File: src/rtl/soc_ram_arbiter.sv
// Two-master arbiter in front of a single-port RAM: master 1 (data) normally wins,
// master 0 (fetch) is forced through after p_max_wait consecutive denials.
module soc_ram_arbiter #(
  parameter logic [31:0] p_addr_base = 32'h1000_0000,
  parameter logic [31:0] p_addr_mask = 32'hffff_f000,
  parameter int unsigned p_max_wait  = 4
) (
  input  logic        i_clk,
  input  logic        i_rst_n,
  // master 0 (fetch, read-only)
  input  logic        i_m0_req,
  input  logic [31:2] i_m0_addr,
  output logic        o_m0_gnt,
  output logic        o_m0_rvalid,
  output logic [31:0] o_m0_rdata,
  output logic        o_m0_err,
  // master 1 (data)
  input  logic        i_m1_req,
  input  logic        i_m1_we,
  input  logic [3:0]  i_m1_be,
  input  logic [31:2] i_m1_addr,
  input  logic [31:0] i_m1_wdata,
  output logic        o_m1_gnt,
  output logic        o_m1_rvalid,
  output logic [31:0] o_m1_rdata,
  output logic        o_m1_err,
  // RAM
  output logic [31:2] o_ram_addr,
  output logic [3:0]  o_ram_be,
  output logic        o_ram_wr_en,
  output logic [31:0] o_ram_wr_data,
  output logic        o_ram_rd_en,
  input  logic [31:0] i_ram_rd_data,
  input  logic        i_ram_busy
);

  localparam logic [3:0] c_max_wait = 4'(p_max_wait);

  function automatic logic in_region(input logic [31:2] addr);
    return (addr & p_addr_mask[31:2]) == (p_addr_base[31:2] & p_addr_mask[31:2]);
  endfunction

  logic [3:0] wait_cnt_q, wait_cnt_d;
  logic       ready_q, ready_d;
  logic       rsp_vld_q, rsp_vld_d;
  logic       rsp_owner_q, rsp_owner_d;
  logic       rsp_err_q, rsp_err_d;
  logic       rsp_rd_q, rsp_rd_d;

  logic        can_grant, force_m0, m0_gnt, m1_gnt, any_gnt;
  logic [31:2] sel_addr;
  logic [3:0]  sel_be;
  logic        sel_we, sel_hit, strobe;
  logic        rsp_live;
  logic [31:0] rsp_data;

  // Arbitration and RAM request steering.
  // ready_q keeps grants off for the first cycle after reset release.
  always_comb begin
    // NOTE: every signal gets a default first so no path can infer a latch.
    can_grant     = 1'b0;
    force_m0      = 1'b0;
    m0_gnt        = 1'b0;
    m1_gnt        = 1'b0;
    any_gnt       = 1'b0;
    sel_addr      = '0;
    sel_be        = '0;
    sel_we        = 1'b0;
    sel_hit       = 1'b0;
    strobe        = 1'b0;
    o_ram_addr    = '0;
    o_ram_be      = '0;
    o_ram_wr_en   = 1'b0;
    o_ram_rd_en   = 1'b0;
    o_ram_wr_data = '0;

    can_grant = i_rst_n && ready_q && !i_ram_busy;
    force_m0  = i_m0_req && (wait_cnt_q == c_max_wait);
    m1_gnt    = can_grant && i_m1_req && !force_m0;
    m0_gnt    = can_grant && i_m0_req && !m1_gnt;
    any_gnt   = m0_gnt || m1_gnt;

    sel_addr = m1_gnt ? i_m1_addr : i_m0_addr;
    sel_be   = m1_gnt ? i_m1_be : 4'hf;
    sel_we   = m1_gnt && i_m1_we;
    sel_hit  = in_region(sel_addr);
    strobe   = any_gnt && sel_hit;

    if (strobe) begin
      o_ram_addr  = sel_addr;
      o_ram_be    = sel_be;
      o_ram_wr_en = sel_we;
      o_ram_rd_en = !sel_we;
      if (sel_we) o_ram_wr_data = i_m1_wdata;
    end
  end

  assign o_m0_gnt = m0_gnt;
  assign o_m1_gnt = m1_gnt;

  // Next-state: starvation counter and one-deep response tracker.
  always_comb begin
    wait_cnt_d  = '0;
    ready_d     = 1'b1;
    rsp_vld_d   = any_gnt;
    rsp_owner_d = m1_gnt;
    rsp_err_d   = any_gnt && !sel_hit;
    rsp_rd_d    = strobe && !sel_we;
    if (i_m0_req && !m0_gnt) begin
      wait_cnt_d = (wait_cnt_q == c_max_wait) ? wait_cnt_q : wait_cnt_q + 4'd1;
    end
  end

  always_ff @(posedge i_clk) begin
    // NOTE: sequential state uses non-blocking assignments only; reset is synchronous.
    if (!i_rst_n) begin
      wait_cnt_q  <= '0;
      ready_q     <= 1'b0;
      rsp_vld_q   <= 1'b0;
      rsp_owner_q <= 1'b0;
      rsp_err_q   <= 1'b0;
      rsp_rd_q    <= 1'b0;
    end else begin
      wait_cnt_q  <= wait_cnt_d;
      ready_q     <= ready_d;
      rsp_vld_q   <= rsp_vld_d;
      rsp_owner_q <= rsp_owner_d;
      rsp_err_q   <= rsp_err_d;
      rsp_rd_q    <= rsp_rd_d;
    end
  end

  // A response pending when reset hits is dropped in that same cycle.
  assign rsp_live = rsp_vld_q && i_rst_n;
  assign rsp_data = (rsp_live && rsp_rd_q) ? i_ram_rd_data : 32'h0;

  assign o_m0_rvalid = rsp_live && !rsp_owner_q;
  assign o_m0_err    = rsp_live && !rsp_owner_q && rsp_err_q;
  assign o_m0_rdata  = !rsp_owner_q ? rsp_data : 32'h0;

  assign o_m1_rvalid = rsp_live && rsp_owner_q;
  assign o_m1_err    = rsp_live && rsp_owner_q && rsp_err_q;
  assign o_m1_rdata  = rsp_owner_q ? rsp_data : 32'h0;

endmodule
File: config.mk
export PLATFORM = sky130hd
export DESIGN_NAME = soc_ram_arbiter
export DESIGN_NICKNAME = d
export VERILOG_FILES = /design/src/rtl/soc_ram_arbiter.sv
export SDC_FILE = /design/constraint.sdc
export NUM_CORES = 1
export LEC_CHECK = 0
export ABC_AREA = 1
export CAP_MARGIN = 20
export CORE_AREA = 3 3 137 73
export CTS_BUF_LIST = sky130_fd_sc_hd__clkbuf_16
export DETAILED_ROUTE_END_ITERATION = 10
export DIE_AREA = 0 0 140 76
export GPL_TIMING_DRIVEN = 0
export PLACE_DENSITY = 0.79
export SYNTH_ARGS = -nofsm -noshare
export SYNTH_HDL_FRONTEND = slang
export SYNTH_SLANG_ARGS = --single-unit
File: constraint.sdc
create_clock -name i_clk -period 2.5 [get_ports i_clk]
set_clock_uncertainty 0.15 [all_clocks]
set_input_delay 0.5 -clock i_clk [delete_from_list [all_inputs] [get_ports i_clk]]
set_output_delay 0.5 -clock i_clk [all_outputs]
set_load 0.02 [all_outputs]
==> results of run 1 <==
[sequential cells by signal, indices dropped and copies added, names as in the netlist]
| name | cells |
|---|---|
| ready_q | 1 |
| rsp_err_q | 1 |
| rsp_owner_q | 1 |
| rsp_rd_q | 1 |
| rsp_vld_q | 1 |
| wait_cnt_q | 4 |
[critical path: cells and delay by family]
kind,cells,cell delay [ns]
and+or+nand+nor,10,0.96
buffers and inverters,8,1.01
[through the flow]
stage | hold WS [ns] | util
2_1_floorplan | 0.3299 | -
3_3_place_gp | 0.3488 | 0.5852
3_5_place_dp | 0.3727 | 0.5852
4_1_cts | 0.2926 | 0.6470
5_1_grt | 0.2951 | 0.6422
6_report | 0.2943 | 0.6422
[synthesized netlist by cell type]
library cell | count | area, µm²
nor2_2 | 38 | 237.7
dfxtp_1 | 9 | 180.2
clkinv_1 | 1 | 3.750
o21ai_0 | 2 | 10.01
nor3_1 | 67 | 335.3
nand2_2 | 2 | 12.51
nor2_4 | 3 | 33.78
buf_6 | 6 | 67.56
nand3b_1 | 6 | 45.04
a21oi_1 | 4 | 20.02
buf_4 | 20 | 150.1
buf_1 | 1 | 3.750
xnor2_1 | 1 | 8.760
nand4_4 | 1 | 21.27
ha_1 | 2 | 25.02
inv_2 | 2 | 7.510
inv_1 | 93 | 349.1
or2_2 | 1 | 6.260
nand4_1 | 2 | 12.51
nand3_4 | 2 | 35.03
o21ai_1 | 1 | 5.000
nand3_1 | 4 | 20.02
clkbuf_2 | 1 | 5.000
clkbuf_1 | 15 | 56.30
nor2_1 | 29 | 108.9
nand2_1 | 94 | 352.8
conb_1 | 1 | 3.750
[final timing paths]
path / to / slack [ns] / start
max: o_ram_wr_data[5] / -0.64 / i_ram_busy
min: ready_q / 0.29 / i_rst_n
max reg2reg: rsp_rd_q / 0.26 / wait_cnt_q[1]
min reg2reg: wait_cnt_q[0] / 0.39 / wait_cnt_q[0]
[cells by family after synthesis]
family                     Yosys count  share of synthesized area
and+or+nand+nor                    249                     0.5768
buffers and inverters              139                     0.3038
DFF                                  9                    0.08511
AOI/OAI and AO/OA                    7                    0.01655
adders and majority gates            2                    0.01182
xor gates and xnor gates             1                   0.004138
other                                1                   0.001771
[power by group through the flow]
stage	combinational (mW)	clock, mW	sequential (mW)
floorplan	0.171	0	0.154
global placement	0.401	0	0.154
detailed placement	0.406	0	0.154
CTS	0.428	0.280	0.153
global route	0.471	0.291	0.154
finish	0.435	0.279	0.153
[per-layer routing]
metal / vias up / track usage / share of wire
met5: - / 0 / 0
met3: 30 / 0.02821 / 0.041
met4: 0 / 0.07060 / 0.030
li1: 1774 / - / -
met2: 106 / 0.4300 / 0.54
met1: 1579 / 0.2536 / 0.39
[final cells by class]
| cell class | count | area (µm²) |
|---|---|---|
| plain buffers | 39 | 295.3 |
| clock buffers | 3 | 75.07 |
| clock inverters | 1 | 5.005 |
| fillers | 727 | 3115 |
| inverters | 96 | 381.6 |
| multi-input cells | 278 | 1665 |
| flip-flops and latches | 9 | 183.9 |
| well taps | 117 | 146.4 |
| repair buffers | 283 | 2840 |
[repair_timing]
item | in CTS | in global routing
pin swaps | 19 | 24
endpoints found under the setup margin | 120 | 56
resized for setup | 431 | 23
cloned | 5 | 0
hold buffers | 0 | 0
setup buffers | 23 | 5
==> metrics.yaml, run 1 <==
sta:
  fin_crit_sh: 1.257
  rsz0062_at_grt: "yes"
  fin_crit_ns: 3.143
  relSlewSlack: 0.6469
  finalWorstSetupSlack_ns: -0.6426
  finalSetupViolCount: 49
  setup_tns_ns: -27.37
  finalMaxSlewViolations: 0
  worst_pin_slew_ns: 0.5296
  max_freq_ghz: 0.3182
  hold_viol: 0
power:
  pwr-share-seq: 0.177
  powerDensity_nw_per_um2: 155.2
  power_leakage_nw: 3.029
  intPower_mw: 0.6167
  p_sw_frac: 0.2894
  power_frac_comb: 0.502
  clock_power_share: 0.322
  ir_worst_vdd_mv: 0.2407
  netSwitchingPower_mw: 0.2512
  power_mw: 0.8679
clock_network:
  cts_made_buffers: 3
  cts_max_level: 1
  cts_root_buffer: "clkbuf_16"
  cts.sinks: 9
  worstSkewPairLatency_ns: 0.23
  worst_setup_hold_path_clk_slew_ns: 0.04
  cts_tree: "done"
  cts.path.max_buffers: 2
route:
  drt-total-wl_mm: 12.53
  drc: 0
  first_pass_iters: 4
  drtIter0Drc: 142
  dr_total_vias: 3489
  drtAntennaViolNets: 0
  vias_per_cell: 4.224
  wl_per_cell_um: 15.17
cells_and_area:
  drive_above_1_share: 0.2877
  final_common_cell: "clkdlybuf4s50_1"
  diodes: 0
  areaGrowthSynthToFinish_pct: 164.2
  final_cell_mix: "clkdlybuf4s50_1, inv_1, nand2_1"
  final_nets: 846
  stdcell_count: 826
  finalInstanceArea_um2: 5593
grt:
  grt_max_degree: 11
  grtUsageTotal: 0.2228
  grt_pass1_wl_mm: 19.17
  overflow: 0
  grt_pass1_vias: 3499
  antenna_found_initial: 0
logic_synthesis:
  syn_area_um2: 2117
  ys_ff_latch: 9
  ys_types: 27
  ys_seq_area_frac: 0.08511
  syn_inst: 408
  ys_warn_count: 0
  postSynthAreaPerCell_um2: 5.189
critical_path:
  slowest_stage: "nor2_4"
  cp.arrival_ns: 2.49
  path_class: "in2out"
  crit_path_end_kind: "output port"
  path_cells: "buf_2 > inv_12 > nand2_4 > nor2_4 > nand2_2 > buf_6 > buf_6 > buf_8 > nand2_2 > nand2_1 > nor2_1 > nand2_1 > nor2_4 > nand3_4 > buf_6 > buf_16 > nor2_4 > buf_6"
  crit_path_frequent_cell: "buf_6"
  crit_fanout: 7
  worst_r2r_path_depth: 16
  start_kind: "input port"
  crit_required_ns: 1.85
  slowest_delay_ns: 0.19
min_path:
  hold_class: "in2reg"
  worstHoldPathCells: 1
run:
  drv_cap: 0
run_status:
  violations: "negative setup slack"
  status: "finished, violations left"
die:
  die_area_um2: 10640
  rows: 24
  core_um2: 8708
  start_util: 0.2431
  ios: 272
  die_width_um: 140
  fp.dieH_um: 76
place:
  place_inst: 795
  dpl_cell_area_um2: 5096
  dp_slack_ns: -1.581
  dp_hpwl_mm: 9.920
  io_buffer_count: 252
  gp_congestion: 0.9125
(Power assumes the default switching activity.)
==> inputs of run 2 (changes only) <==
==> config.mk (replaced) <==
export PLATFORM = sky130hd
export DESIGN_NAME = soc_ram_arbiter
export DESIGN_NICKNAME = d
export VERILOG_FILES = /design/src/rtl/soc_ram_arbiter.sv
export SDC_FILE = /design/constraint.sdc
export NUM_CORES = 1
export LEC_CHECK = 0
export ABC_AREA = 0
export CAP_MARGIN = 20
export CORE_AREA = 3 3 134 71
export CTS_BUF_LIST = sky130_fd_sc_hd__clkbuf_16
export DETAILED_ROUTE_END_ITERATION = 10
export DIE_AREA = 0 0 137 74
export GPL_TIMING_DRIVEN = 0
export PLACE_DENSITY = 0.76
export SYNTH_ARGS = -nofsm -noshare
export SYNTH_HDL_FRONTEND = slang
export SYNTH_SLANG_ARGS = --single-unit
==> metrics.yaml, run 2 <==
logic_synthesis:
  synth_most_common_cell: "and3_1"
  synth_commonest_cells: "and3_1, buf_4, clkbuf_1"
  yosysTopAreaCell: "and3_1"
  ys_warn_count: 0  # unchanged
  synth_top_area_frac: 0.3641  # +0.1974
  synth_edf_count: 0  # unchanged
  postSynthAreaPerCell_um2: 6.435  # +24%
  ys_types: 36  # +33%
  synthFlopType: "dfxtp_1"
  async_flop_share: 0  # unchanged
  synthTopCellsByArea: "and3_1, dfxtp_1, buf_4"
  syn_inst: 259  # -37%
  ys_seq_area_frac: 0.1081  # +0.02300
  syn_area_um2: 1667  # -21%
  ys_ff_latch: 9  # unchanged
critical_path:
  crit_required_ns: 1.85  # about the same
  crit_fanout: 5  # -2
  cp.arrival_ns: 1.95  # -0.54 ns
  path_class: "in2out"
  start_kind: "input port"
  r2r_slack_ns: 0.69  # +0.43 ns
  crit_path_end_kind: "output port"
cells_and_area:
  final_common_cell: "clkdlybuf4s50_1"
  largest_reg_flops: 4  # unchanged
  areaGrowthSynthToFinish_pct: 201.6
  final_nets: 690  # -18%
  diodes: 0  # unchanged
  regMostFlops: "wait_cnt_q"
  finalInstanceArea_um2: 5026  # -10%
  drive_above_1_share: 0.3870  # +0.09925
  final_cell_mix: "clkdlybuf4s50_1, and3_1, buf_6"
sta:
  max_freq_ghz: 0.3852  # +21%
  finalMaxSlewViolations: 0  # unchanged
  rsz0062_at_grt: "yes"
  fin_crit_ns: 2.596  # -0.5463 ns
  fin_crit_sh: 1.038  # -0.2185
  finalWorstSetupSlack_ns: -0.09623  # +0.5463 ns
  finalSetupViolCount: 46  # -6.1%
  relSlewSlack: 0.6400  # -0.006930
  worst_pin_slew_ns: 0.5400  # +0.01039 ns
  hold_viol: 0  # unchanged
clock_network:
  cts_root_buffer: "clkbuf_16"
  cts_tree: "done"
  cts.path.max_buffers: 2  # unchanged
  cts_max_level: 1  # unchanged
  worst_setup_hold_path_clk_slew_ns: 0.04  # about the same
  worstSkewPairLatency_ns: 0.23  # about the same
  cts.sinks: 9  # unchanged
  cts_made_buffers: 3  # unchanged
  cts_hold_buf: 0  # unchanged
route:
  vias_per_cell: 4.585  # +8.5%
  wl_per_cell_um: 17.37  # +14%
  drc: 0  # unchanged
  first_pass_iters: 4  # unchanged
  dr_total_vias: 3072  # -12%
  drtAntennaViolNets: 0  # unchanged
  drtIter0Drc: 99  # -30%
  drt-total-wl_mm: 11.64  # -7.1%
grt:
  grt_pass1_wl_mm: 15.82  # -17%
  grtUsageTotal: 0.1972  # -0.02564
  grt_pass1_vias: 2845  # -19%
  overflow: 0  # unchanged
  grt_max_degree: 11  # unchanged
  antenna_found_initial: 0  # unchanged
power:
  clock_power_share: 0.352  # +0.030
  power_frac_comb: 0.454  # -0.048
  netSwitchingPower_mw: 0.2051  # -18%
  pwr-share-seq: 0.194  # +0.017
  power_mw: 0.7880  # -9.2%
  intPower_mw: 0.5829  # -5.5%
  ir_worst_vdd_mv: 0.1687  # -30%
  powerDensity_nw_per_um2: 156.8  # +1.0%
  p_sw_frac: 0.2603  # -0.02914
  power_leakage_nw: 2.650  # -13%
run_status:
  status: "finished, violations left"
  violations: "negative setup slack"
min_path:
  hold_class: "in2reg"
die:
  die_width_um: 137  # -2.1%
  rows: 24  # unchanged
  start_util: 0.1954  # -0.04768
  ios: 272  # unchanged
  die_area_um2: 10140  # -4.7%
  core_um2: 8528  # -2.1%
  fp.dieH_um: 74  # -2.6%
run:
  drv_cap: 0  # unchanged
place:
  dpl_cell_area_um2: 4403  # -14%
  gp_congestion: 0.7982  # -13%
  io_buffer_count: 252  # unchanged
  dp_hpwl_mm: 8.663  # -13%
-- run 2: cell count changes in the layout (fill, tap and decap cells not counted), sizes merged, moves of 34 or more --
cell           delta
inv              -91
and3             +99
nand2            -82
nor2             -53
nor3             -65
clkdlybuf4s50    -34
-- run 2: what timing repair did --
action / 4_1_cts / 5_1_grt
gates cloned: 5 / 0
resized for setup: 570 / 57
endpoints found under the setup margin: 119 / 52
pin swaps: 25 / 26
buffers inserted: 17 / 3
-- run 2: cells by family (layout without fill, tap and decap cells) --
family                   count (synthesis)  after routing  share of synthesized area
other                                    1             19                   0.002250
adder cells (fa/ha/maj)                  2              2                    0.01501
buffers and inverters                   50            325                     0.1622
XOR/XNOR                                 1              1                   0.005256
multiplexers                             1              1                   0.006006
AO/OA/AOI/OAI                           21             21                    0.08634
AND/OR/NAND/NOR                        174            175                     0.6149
flip-flops                               9              9                     0.1081
-- run 2: final cells by class --
class / instances / area [µm²]
inverters: 2 / 7.507
well taps: 117 / 146.4
multi-input cells: 219 / 1697
flip-flops and latches: 9 / 183.9
clock inverters: 1 / 3.754
fillers: 764 / 3502
repair buffers: 276 / 2620
clock buffers: 3 / 75.07
plain buffers: 43 / 292.8
-- run 2: path summary, 6_finish.rpt --
kind / from / endpoint / cells after the start
min: i_rst_n / ready_q / 1
max reg2reg: wait_cnt_q[0] / wait_cnt_q[2] / 7
min reg2reg: wait_cnt_q[3] / wait_cnt_q[3] / 2
max: i_m1_addr[27] / o_ram_wr_data[28] / 8
-- run 2: stage by stage --
step | TNS, ns | setup WS (ns) | cells | hold WS, ns | util
final | -2.757 | -0.09623 | 670 | 0.3009 | 0.5893
after global routing | -5.600 | -0.1632 | 670 | 0.3092 | 0.5893
after CTS | -0.6060 | -0.05822 | 668 | 0.2934 | 0.5665
after detailed placement | -106.95 | -1.153 | 646 | 0.3858 | 0.5163
after global placement | -106.77 | -1.158 | 646 | 0.3697 | 0.5163
after floorplan | 0 | 0.006117 | 277 | 0.3457 | -
-- run 2: power by group through the flow --
stage | logic, mW | clock network [mW] | registers, mW
global route | 0.378 | 0.293 | 0.153
detailed placement | 0.318 | 0 | 0.155
CTS | 0.340 | 0.282 | 0.153
floorplan | 0.0860 | 0 | 0.154
finish | 0.358 | 0.278 | 0.153
global placement | 0.315 | 0 | 0.155
-- run 2: metal layers --
| metal | share of wire | global-route usage | wire (µm) | up-vias |
|---|---|---|---|---|
| met5 | 0 | 0 | 0 | - |
| met4 | 0.018 | 0.03429 | 214 | 0 |
| met3 | 0.052 | 0.02703 | 610 | 20 |
| met2 | 0.51 | 0.3445 | 5955 | 128 |
| met1 | 0.42 | 0.2659 | 4860 | 1435 |
| li1 | - | - | - | 1489 |
-- run 2: worst max-delay path: stages --
cell	delay [ns]
buf_6	0.10
nor4b_4	0.30
and4_1	0.25
buf_6	0.11
and3_4	0.23
buf_6	0.13
and3_4	0.20
buf_6	0.12
